<file path="config.mk">
export PLATFORM = sky130hd
export DESIGN_NAME = mem_access_unit
export DESIGN_NICKNAME = d
export VERILOG_FILES = /design/src/rtl/mem_access_unit_pkg.sv /design/src/rtl/mau_lane_align.sv /design/src/rtl/mem_access_unit.sv
export SDC_FILE = /design/constraint.sdc
export NUM_CORES = 1
export LEC_CHECK = 0
export BUFFER_PORTS_ARGS = -buffer_cell sky130_fd_sc_hd__clkbuf_2
export CAP_MARGIN = 20
export CORE_ASPECT_RATIO = 0.75
export CORE_MARGIN = 2
export CORE_UTILIZATION = 43
export CTS_CLUSTER_DIAMETER = 150
export CTS_CLUSTER_SIZE = 14
export DETAILED_ROUTE_END_ITERATION = 12
export PLACE_DENSITY = 0.76
export SETUP_SLACK_MARGIN = 0.1
export SLEW_MARGIN = 0
export SYNTH_ARGS = -nofsm -noshare
export SYNTH_HDL_FRONTEND = slang
export SYNTH_SLANG_ARGS = --single-unit
export TNS_END_PERCENT = 20
</file>
<file path="constraint.sdc">
create_clock -name CLK -period 2.1 [get_ports CLK]
set_clock_uncertainty 0.1 [all_clocks]
set_input_delay 0.315 -clock CLK [delete_from_list [all_inputs] [get_ports CLK]]
set_output_delay 0.315 -clock CLK [all_outputs]
set_load 0.03 [all_outputs]
</file>
<file path="src/rtl/mem_access_unit_pkg.sv">
// Shared constants for the memory-access stage: opcodes, function codes,
// error codes, FSM states and access-size encoding.
package mem_access_unit_pkg;

  localparam logic [5:0] OP_R_FORM = 6'h00;
  localparam logic [5:0] OP_JAL    = 6'h03;
  localparam logic [5:0] OP_LB     = 6'h20;
  localparam logic [5:0] OP_LH     = 6'h21;
  localparam logic [5:0] OP_LW     = 6'h23;
  localparam logic [5:0] OP_LBU    = 6'h24;
  localparam logic [5:0] OP_LHU    = 6'h25;
  localparam logic [5:0] OP_SB     = 6'h28;
  localparam logic [5:0] OP_SH     = 6'h29;
  localparam logic [5:0] OP_SW     = 6'h2B;

  localparam logic [5:0] FUNC_JALR = 6'h09;

  localparam logic [1:0] ERR_OK       = 2'd0;
  localparam logic [1:0] ERR_MISALIGN = 2'd1;
  localparam logic [1:0] ERR_TIMEOUT  = 2'd2;

  typedef enum logic [1:0] {ST_IDLE, ST_WAIT, ST_RESP} state_e;
  typedef enum logic [1:0] {SZ_BYTE, SZ_HALF, SZ_WORD} size_e;

  typedef struct packed {
    logic  is_mem;
    logic  is_store;
    size_e size;
    logic  is_signed;
  } mem_op_t;

  function automatic logic misaligned(size_e size, logic [1:0] off);
    return ((size == SZ_HALF) && off[0]) || ((size == SZ_WORD) && (off != 2'b00));
  endfunction

endpackage

</file>
<file path="src/rtl/mau_lane_align.sv">
// Byte-lane steering: byte enables and replicated store data for stores,
// lane extraction with sign/zero extension for loads.
module mau_lane_align
  import mem_access_unit_pkg::*;
#(
  parameter int BIG_ENDIAN = 0
) (
  input  size_e       size,
  input  logic        is_signed,
  input  logic [1:0]  offset,
  input  logic [31:0] wdata,
  input  logic [31:0] rdata,
  output logic [3:0]  be,
  output logic [31:0] wdata_rep,
  output logic [31:0] rdata_ext
);

  logic [1:0]  lane;
  logic        upper_half;
  logic [7:0]  rd_byte;
  logic [15:0] rd_half;

  // NOTE: every output of a combinational block gets a default first so no
  // path through the case leaves it unassigned and infers a latch.
  always_comb begin
    // Big-endian lane is 3-offset, which for two bits is the inversion.
    lane       = (BIG_ENDIAN != 0) ? ~offset : offset;
    upper_half = lane[1];
    rd_byte    = rdata[{lane, 3'b000} +: 8];
    rd_half    = upper_half ? rdata[31:16] : rdata[15:0];
    be         = 4'b1111;
    wdata_rep  = wdata;
    rdata_ext  = rdata;
    case (size)
      SZ_BYTE: begin
        be        = 4'b0001 << lane;
        wdata_rep = {4{wdata[7:0]}};
        rdata_ext = {{24{is_signed & rd_byte[7]}}, rd_byte};
      end
      SZ_HALF: begin
        be        = upper_half ? 4'b1100 : 4'b0011;
        wdata_rep = {2{wdata[15:0]}};
        rdata_ext = {{16{is_signed & rd_half[15]}}, rd_half};
      end
      default: ;
    endcase
  end

endmodule

</file>
<file path="src/rtl/mem_access_unit.sv">
// Memory-access stage: write-back select for ALU/link results plus
// byte/half/word loads and stores over a req/ack port with timeout.
module mem_access_unit
  import mem_access_unit_pkg::*;
#(
  parameter int ADDR_W     = 32,
  parameter int BIG_ENDIAN = 0,
  parameter int TIMEOUT    = 255
) (
  input  logic              CLK,
  input  logic              RST,
  input  logic              in_valid,
  input  logic [31:0]       Ins,
  input  logic [31:0]       Result,
  input  logic [31:0]       Rdata2,
  input  logic [31:0]       nextPC,
  output logic              stall,
  output logic              out_valid,
  output logic [31:0]       Wdata,
  output logic [1:0]        err,
  output logic              mem_req,
  output logic              mem_we,
  output logic [3:0]        mem_be,
  output logic [ADDR_W-1:0] mem_addr,
  output logic [31:0]       mem_wdata,
  input  logic [31:0]       mem_rdata,
  input  logic              mem_ack
);

  localparam logic [15:0] TO_LAST = 16'(TIMEOUT - 1);

  state_e      state;
  logic [15:0] wait_cnt;
  size_e       size_q;
  logic        signed_q;
  logic        store_q;
  logic [1:0]  off_q;

  logic [5:0]  opcode;
  logic [5:0]  func;
  mem_op_t     dec;
  logic [31:0] nonmem_data;

  size_e       la_size;
  logic        la_signed;
  logic [1:0]  la_off;
  logic [3:0]  la_be;
  logic [31:0] la_wdata;
  logic [31:0] la_rdata;

  logic        unused_ins;

  assign opcode     = Ins[31:26];
  assign func       = Ins[5:0];
  assign unused_ins = ^Ins[25:6];
  assign stall      = (state != ST_IDLE);

  always_comb begin
    dec         = '0;
    nonmem_data = '0;
    case (opcode)
      OP_R_FORM: nonmem_data = (func == FUNC_JALR) ? nextPC : Result;
      OP_JAL:    nonmem_data = nextPC;
      6'h08, 6'h09, 6'h0A, 6'h0B,
      6'h0C, 6'h0D, 6'h0E, 6'h0F: nonmem_data = Result;
      OP_LB:  dec = '{is_mem: 1'b1, is_store: 1'b0, size: SZ_BYTE, is_signed: 1'b1};
      OP_LBU: dec = '{is_mem: 1'b1, is_store: 1'b0, size: SZ_BYTE, is_signed: 1'b0};
      OP_LH:  dec = '{is_mem: 1'b1, is_store: 1'b0, size: SZ_HALF, is_signed: 1'b1};
      OP_LHU: dec = '{is_mem: 1'b1, is_store: 1'b0, size: SZ_HALF, is_signed: 1'b0};
      OP_LW:  dec = '{is_mem: 1'b1, is_store: 1'b0, size: SZ_WORD, is_signed: 1'b0};
      OP_SB:  dec = '{is_mem: 1'b1, is_store: 1'b1, size: SZ_BYTE, is_signed: 1'b0};
      OP_SH:  dec = '{is_mem: 1'b1, is_store: 1'b1, size: SZ_HALF, is_signed: 1'b0};
      OP_SW:  dec = '{is_mem: 1'b1, is_store: 1'b1, size: SZ_WORD, is_signed: 1'b0};
      default: ;
    endcase
  end

  // One aligner serves both directions: live decode while idle (store lanes),
  // the captured access once a request is outstanding (load extraction).
  assign la_size   = (state == ST_IDLE) ? dec.size      : size_q;
  assign la_signed = (state == ST_IDLE) ? dec.is_signed : signed_q;
  assign la_off    = (state == ST_IDLE) ? Result[1:0]   : off_q;

  mau_lane_align #(.BIG_ENDIAN(BIG_ENDIAN)) u_lane_align (
    .size      (la_size),
    .is_signed (la_signed),
    .offset    (la_off),
    .wdata     (Rdata2),
    .rdata     (mem_rdata),
    .be        (la_be),
    .wdata_rep (la_wdata),
    .rdata_ext (la_rdata)
  );

  // NOTE: state registers use non-blocking assignments so every flop samples
  // its inputs from before the edge, independent of statement order.
  always_ff @(posedge CLK) begin
    if (RST) begin
      state     <= ST_IDLE;
      wait_cnt  <= '0;
      size_q    <= SZ_BYTE;
      signed_q  <= 1'b0;
      store_q   <= 1'b0;
      off_q     <= 2'b00;
      out_valid <= 1'b0;
      Wdata     <= '0;
      err       <= ERR_OK;
      mem_req   <= 1'b0;
      mem_we    <= 1'b0;
      mem_be    <= 4'b0000;
      mem_addr  <= '0;
      mem_wdata <= '0;
    end else begin
      out_valid <= 1'b0;
      case (state)
        ST_IDLE: if (in_valid) begin
          if (!dec.is_mem) begin
            out_valid <= 1'b1;
            err       <= ERR_OK;
            Wdata     <= nonmem_data;
          end else if (misaligned(dec.size, Result[1:0])) begin
            out_valid <= 1'b1;
            err       <= ERR_MISALIGN;
            Wdata     <= '0;
          end else begin
            state     <= ST_WAIT;
            wait_cnt  <= '0;
            size_q    <= dec.size;
            signed_q  <= dec.is_signed;
            store_q   <= dec.is_store;
            off_q     <= Result[1:0];
            mem_req   <= 1'b1;
            mem_we    <= dec.is_store;
            mem_be    <= la_be;
            mem_addr  <= {Result[ADDR_W-1:2], 2'b00};
            mem_wdata <= la_wdata;
          end
        end
        ST_WAIT: begin
          // Ack wins over a timeout landing in the same cycle.
          if (mem_ack) begin
            mem_req <= 1'b0;
            state   <= ST_RESP;
            err     <= ERR_OK;
            Wdata   <= store_q ? 32'h0 : la_rdata;
          end else if (wait_cnt == TO_LAST) begin
            mem_req <= 1'b0;
            state   <= ST_RESP;
            err     <= ERR_TIMEOUT;
            Wdata   <= '0;
          end else begin
            wait_cnt <= wait_cnt + 16'd1;
          end
        end
        ST_RESP: begin
          out_valid <= 1'b1;
          state     <= ST_IDLE;
        end
        default: state <= ST_IDLE;
      endcase
    end
  end

endmodule
</file>
# == Yosys cells after proc, flatten, opt, wreduce, memory -nomap -nowiden ==
# Cells that the tools add are included.
# op_classes
bitwise_logic,3
n_addsub,1
mux,45
n_reduce_logical,15
shifts,2
eq_ne,31
# ops
operator,n
$mux W32,7
$pmux W32 S2,3
$mux W16,6
$pmux W32 S3,1
$eq A6 B4 Y1 const B,9
$eq A6 B6 Y1 const B,8
$pmux W5 S8,1
$pmux W16 S2,1
$shiftx A32 B6 Y8,1
$mux W2,11
$add A16 B1 Y16 const B,1
$eq A16 B8 Y1 const B,1
$reduce_and A4 Y1,3
$ne A2 B2 Y1 const B,5
$mux W1,9
$pmux W2 S2,2
$pmux W4 S2,1
$reduce_or A8 Y1,1
$eq A2 B1 Y1 const B,3
$eq A6 B2 Y1 const B,1
$logic_not A6 Y1,1
$reduce_and A6 Y1,1
$reduce_bool A2 Y1,3
$reduce_and A5 Y1,1
11 further kinds,16
# word_totals
regBits,126
out_inout_bits,106
elab_cells,110
input_bits,164

# == Longest topological paths before layout ==
# logic_depth
depth_word,9
depth_mapped,9
ltp_nobuf,7

# == By module ==
# From an unflattened synthesis, not the netlist that was laid out.
# hier_totals
hier_cells,826
area_unflattened_um2,6804.0
# modules_own_cells
mod,area_each_um2,instances,cells_each
mem_access_unit,5526.6,1,655
mau_lane_align,1277.5,1,171

# == Least setup slack after synthesis ==
# OpenSTA, ideal clock, no wires.
# synth_timing
path_type,register to register
start,register state[0]
end,register Wdata[10]
setup_slack_ps,-42
t_arrival_ps,1954
n_path_buf,0
path_stages_with_launch,7
path_cell_list,dfxtp_1 -> nor2_2 -> mux2i_1 -> a211oi_2 -> o31ai_4 -> o2111ai_1 -> a311oi_2
# synth_via
elab_chain_len,8
# synth_rtl
element,line,source
start: declaration,mem_access_unit.sv:32,state_e state;
start signal: assignment,mem_access_unit.sv:99,state <= ST_IDLE;
start signal: assignment,mem_access_unit.sv:126,state <= ST_WAIT;
start signal: assignment,mem_access_unit.sv:143,state <= ST_RESP;
$logic_not A2 Y1,n/a,
$mux W2,mem_access_unit.sv:82,assign la_off = (state == ST_IDLE) ? Result[1:0] : off_q;
$shiftx A32 B6 Y8,mau_lane_align.sv:29,"rd_byte = rdata[{lane, 3'b000} +: 8];"
$and A1 B1 Y1,mau_lane_align.sv:38,"rdata_ext = {{24{is_signed & rd_byte[7]}}, rd_byte};"
$pmux W32 S2,mau_lane_align.sv:34,case (size)
$mux W32,mem_access_unit.sv:145,Wdata <= store_q ? 32'h0 : la_rdata;
$mux W32,mem_access_unit.sv:141,if (mem_ack) begin
$pmux W32 S2,mem_access_unit.sv:115,case (state)
end signal: assignment,mem_access_unit.sv:120,Wdata <= nonmem_data;
end signal: assignment,mem_access_unit.sv:145,
end: declaration,mem_access_unit.sv:19,"output logic [31:0] Wdata,"
# Several ways; a longest one is shown, not always the timed one.
# A chain may end at the register's enable or synchronous reset.

# == Worst setup path in the final report ==
# layout_timing
start,register state[1]
end,register Wdata[14]
# Same word-level chain as after synthesis.

==> flow_summary.toml <==
[synthesis]
yosysWarningCount = 0
dominantRegCellSynth = "sky130_fd_sc_hd__dfxtp_1"
area_share_of_the_largest_cell_type_after_synthesis_pct = 40.2
post_synth_main_area_contributors = "sky130_fd_sc_hd__dfxtp_1 40%, sky130_fd_sc_hd__nand2_1 7.9%, sky130_fd_sc_hd__a21oi_1 5.2%"
ys_ff_latch = 126
ys_async_sr_fraction_pct = 0
cell_area_after_synthesis_um2 = 6270
netlist.top_cell.by_area = "sky130_fd_sc_hd__dfxtp_1"
netlist_instances = 758
number_of_synthesized_flops_with_an_enable_pin = 0
post_synth.cell_area_avg_um2 = 8.27
yosysUniqueCellTypes = 70
synth.yosys.seq_area_share_pct = 40.2

[sta]
finalCriticalPeriod_ns = 2.10
timing.final.hold_violations = 0
final_worst_path_cycle_share_pct = 100
timing.setup.tns_ns = 0
report.final.slew_viol_count = 0
timing.max_slew.rel_slack_pct = 62.3
rsz_0062_raised_after_global_routing = "true"
tightest_slew_ns = 0.565
final-setup-viol-count = 0
worst_hold_slack_ns = 0.0370
fin_ws_ns = 0.000975
maxClockFrequency_mhz = 476

[floorplan]
die-height_um = 109
starting_utilization_of_the_core_area_pct = 43.7
core-area_um2 = 14400
row_count = 38
chipWidth_um = 143
floorplan.io_pins = 270
fp.dieArea_um2 = 15600

[clocking]
tritoncts = "built"
worst_skew_pair.late_latency_ns = 0.40
clk_transition_reported_paths_ns = 0.06
ctsRootBufferMaster = "sky130_fd_sc_hd__clkbuf_16"
clk_path_buf_depth = 2
clock_sinks = 126
total_cts_buffers = 17
htreeDepth = 4

[detailed_routing]
detail_route.vias_per_cell = 5.58
detailedRoute.firstIterationViolations = 627
totalWireLength_um = 22900
drc = 0
drtAntennaViolNets = 0
dr.pass1.iters = 8
wl_per_cell_um = 18.0
via_count = 7110

[pwr]
irDropWorstVdd_mv = 0.624
power.total_w = 0.00673
power_density_nw_per_um2 = 718
p_leak_nw = 4.04

[grt]
grt_first_pass_wirelength_um = 34200
grt_pass1_vias = 6662
number_of_antenna_violations_at_the_first_check_in_global_routing = 0
grt_max_degree = 48
grtUsageTotal_pct = 27.9
total_grt_overflow = 0

[layout]
final_nets = 1228
filler_cell_count = 1212
area_growth_syn_to_layout_pct = 49.6
most_common_cell_after_layout_fill_and_taps_aside = "sky130_fd_sc_hd__clkbuf_2"
antenna_cells = 0
layout-drive-gt1-share_pct = 42.4
final_cell_mix = "246 x sky130_fd_sc_hd__clkbuf_2, 131 x sky130_fd_sc_hd__nand2_1, 118 x sky130_fd_sc_hd__dfxtp_1"

[place]
gp_congestion = 0.953
io_buffers = 247
dp_hpwl_um = 16200
detailedPlace.worstSlack_ns = -0.181

[flow_run]
maxCapViolations = 0

[worst_setup_path]
required_time_at_the_endpoint_of_the_critical_path_ns = 2.32
endpoint_kind = "flop"
cp.arrival_ns = 2.32
worstSetupStartpointType = "flop"
worst-path-max-fanout = 8
crit_type = "reg2reg"

[worst_hold_path]
min_delay_worst_type = "in2reg"

[outcome]
status = "finished clean"
==> state kept, by name (all words and copies together), names as in the netlist <==
name	flops
mem_wdata	32
Wdata	32
state	2
off_q	2
mem_be	4
store_q	1
signed_q	1
out_valid	1
size_q	2
err	2
mem_req	1
wait_cnt	16
mem_addr	30
==> stage by stage <==
stage	cells	instance area, µm²	util (%)
6_report	1275	9380	65.3
5_1_grt	1275	9380	65.3
4_1_cts	1266	9140	63.7
3_5_place_dp	1225	8280	57.7
3_3_place_gp	1225	8280	57.7
2_1_floorplan	759	6310	-
==> worst max-delay path: stages, from the launching register on <==
cell                        delay [ns]
sky130_fd_sc_hd__dfxtp_4          0.37
sky130_fd_sc_hd__or3b_4           0.41
sky130_fd_sc_hd__and2_4           0.15
sky130_fd_sc_hd__o211a_4          0.25
sky130_fd_sc_hd__o31ai_4          0.18
sky130_fd_sc_hd__buf_6            0.19
sky130_fd_sc_hd__o2111ai_4        0.13
sky130_fd_sc_hd__a311oi_2         0.23
==> final cells by class <==
class | instances | area (µm²) | area share (%)
Clock buffer | 18 | 439 | 4.68
Inverter | 8 | 35.0 | 0.374
Sequential cell | 126 | 2540 | 27.1
Multi-Input combinational cell | 561 | 3740 | 39.9
Clock inverter | 14 | 155 | 1.65
Tap cell | 200 | 250 | 2.67
Timing Repair Buffer | 348 | 2210 | 23.6
==> logic make-up (layout without fill, tap and decap cells) <==
logic type                 Yosys count  in the layout  synth area share, %
adders and majority gates            2              2                0.399
xor gates and xnor gates             3              3                0.419
other                                1              2               0.0598
muxes                               19             19                 3.05
AOI/OAI and AO/OA                  243            243                 30.0
buffers and inverters               73            388                 5.25
DFF                                126            126                 40.2
and+or+nand+nor                    291            292                 20.6
==> what timing repair did <==
action,in CTS,in global routing
gates cloned,3,0
gates resized for setup,26,40
endpoints found under the setup margin,105,99
pin swaps,30,36
buffers inserted,6,9
hold buffers,0,0
==> worst paths after layout <==
path             endpoint  depth (start not counted)  slack, ns          from
max reg2reg     Wdata[14]                          7      0.001      state[1]
min reg2reg  mem_addr[23]                          2       0.35  mem_addr[23]
max             Wdata[14]                          7      0.001      state[1]
min          mem_addr[23]                          3       0.04    Result[23]
==> report_power, final <==
part | leakage [nW] | internal [W] | switching, W
Sequential | 1.03 | 0.00248 | 0.0000536
Clock | 0.288 | 0.00180 | 0.00117
Combinational | 2.73 | 0.000482 | 0.000733
Total | 4.04 | 0.00477 | 0.00196
==> routing by layer <==
metal  GRT usage [%]  part of all wire [%]
met1            37.2                    44
met2            44.6                    45
met3            7.97                   9.2
met4            7.07                   1.5
met5               0                     0
==> synth_stat cells, drive strengths merged (5+ instances only) <==
cell type,n
a211oi,18
a21o,19
a21oi,67
a222oi,8
a22oi,32
a311oi,39
buf,32
clkbuf,33
dfxtp,126
inv,8
mux2i,18
nand2,132
nand2b,5
nand3,22
nor2,81
nor2b,5
nor3,7
nor4,5
o2111ai,11
o211ai,6
o21ai,16
o221ai,6
or3,5
Note: power is estimated with default switching activity, not from simulation.
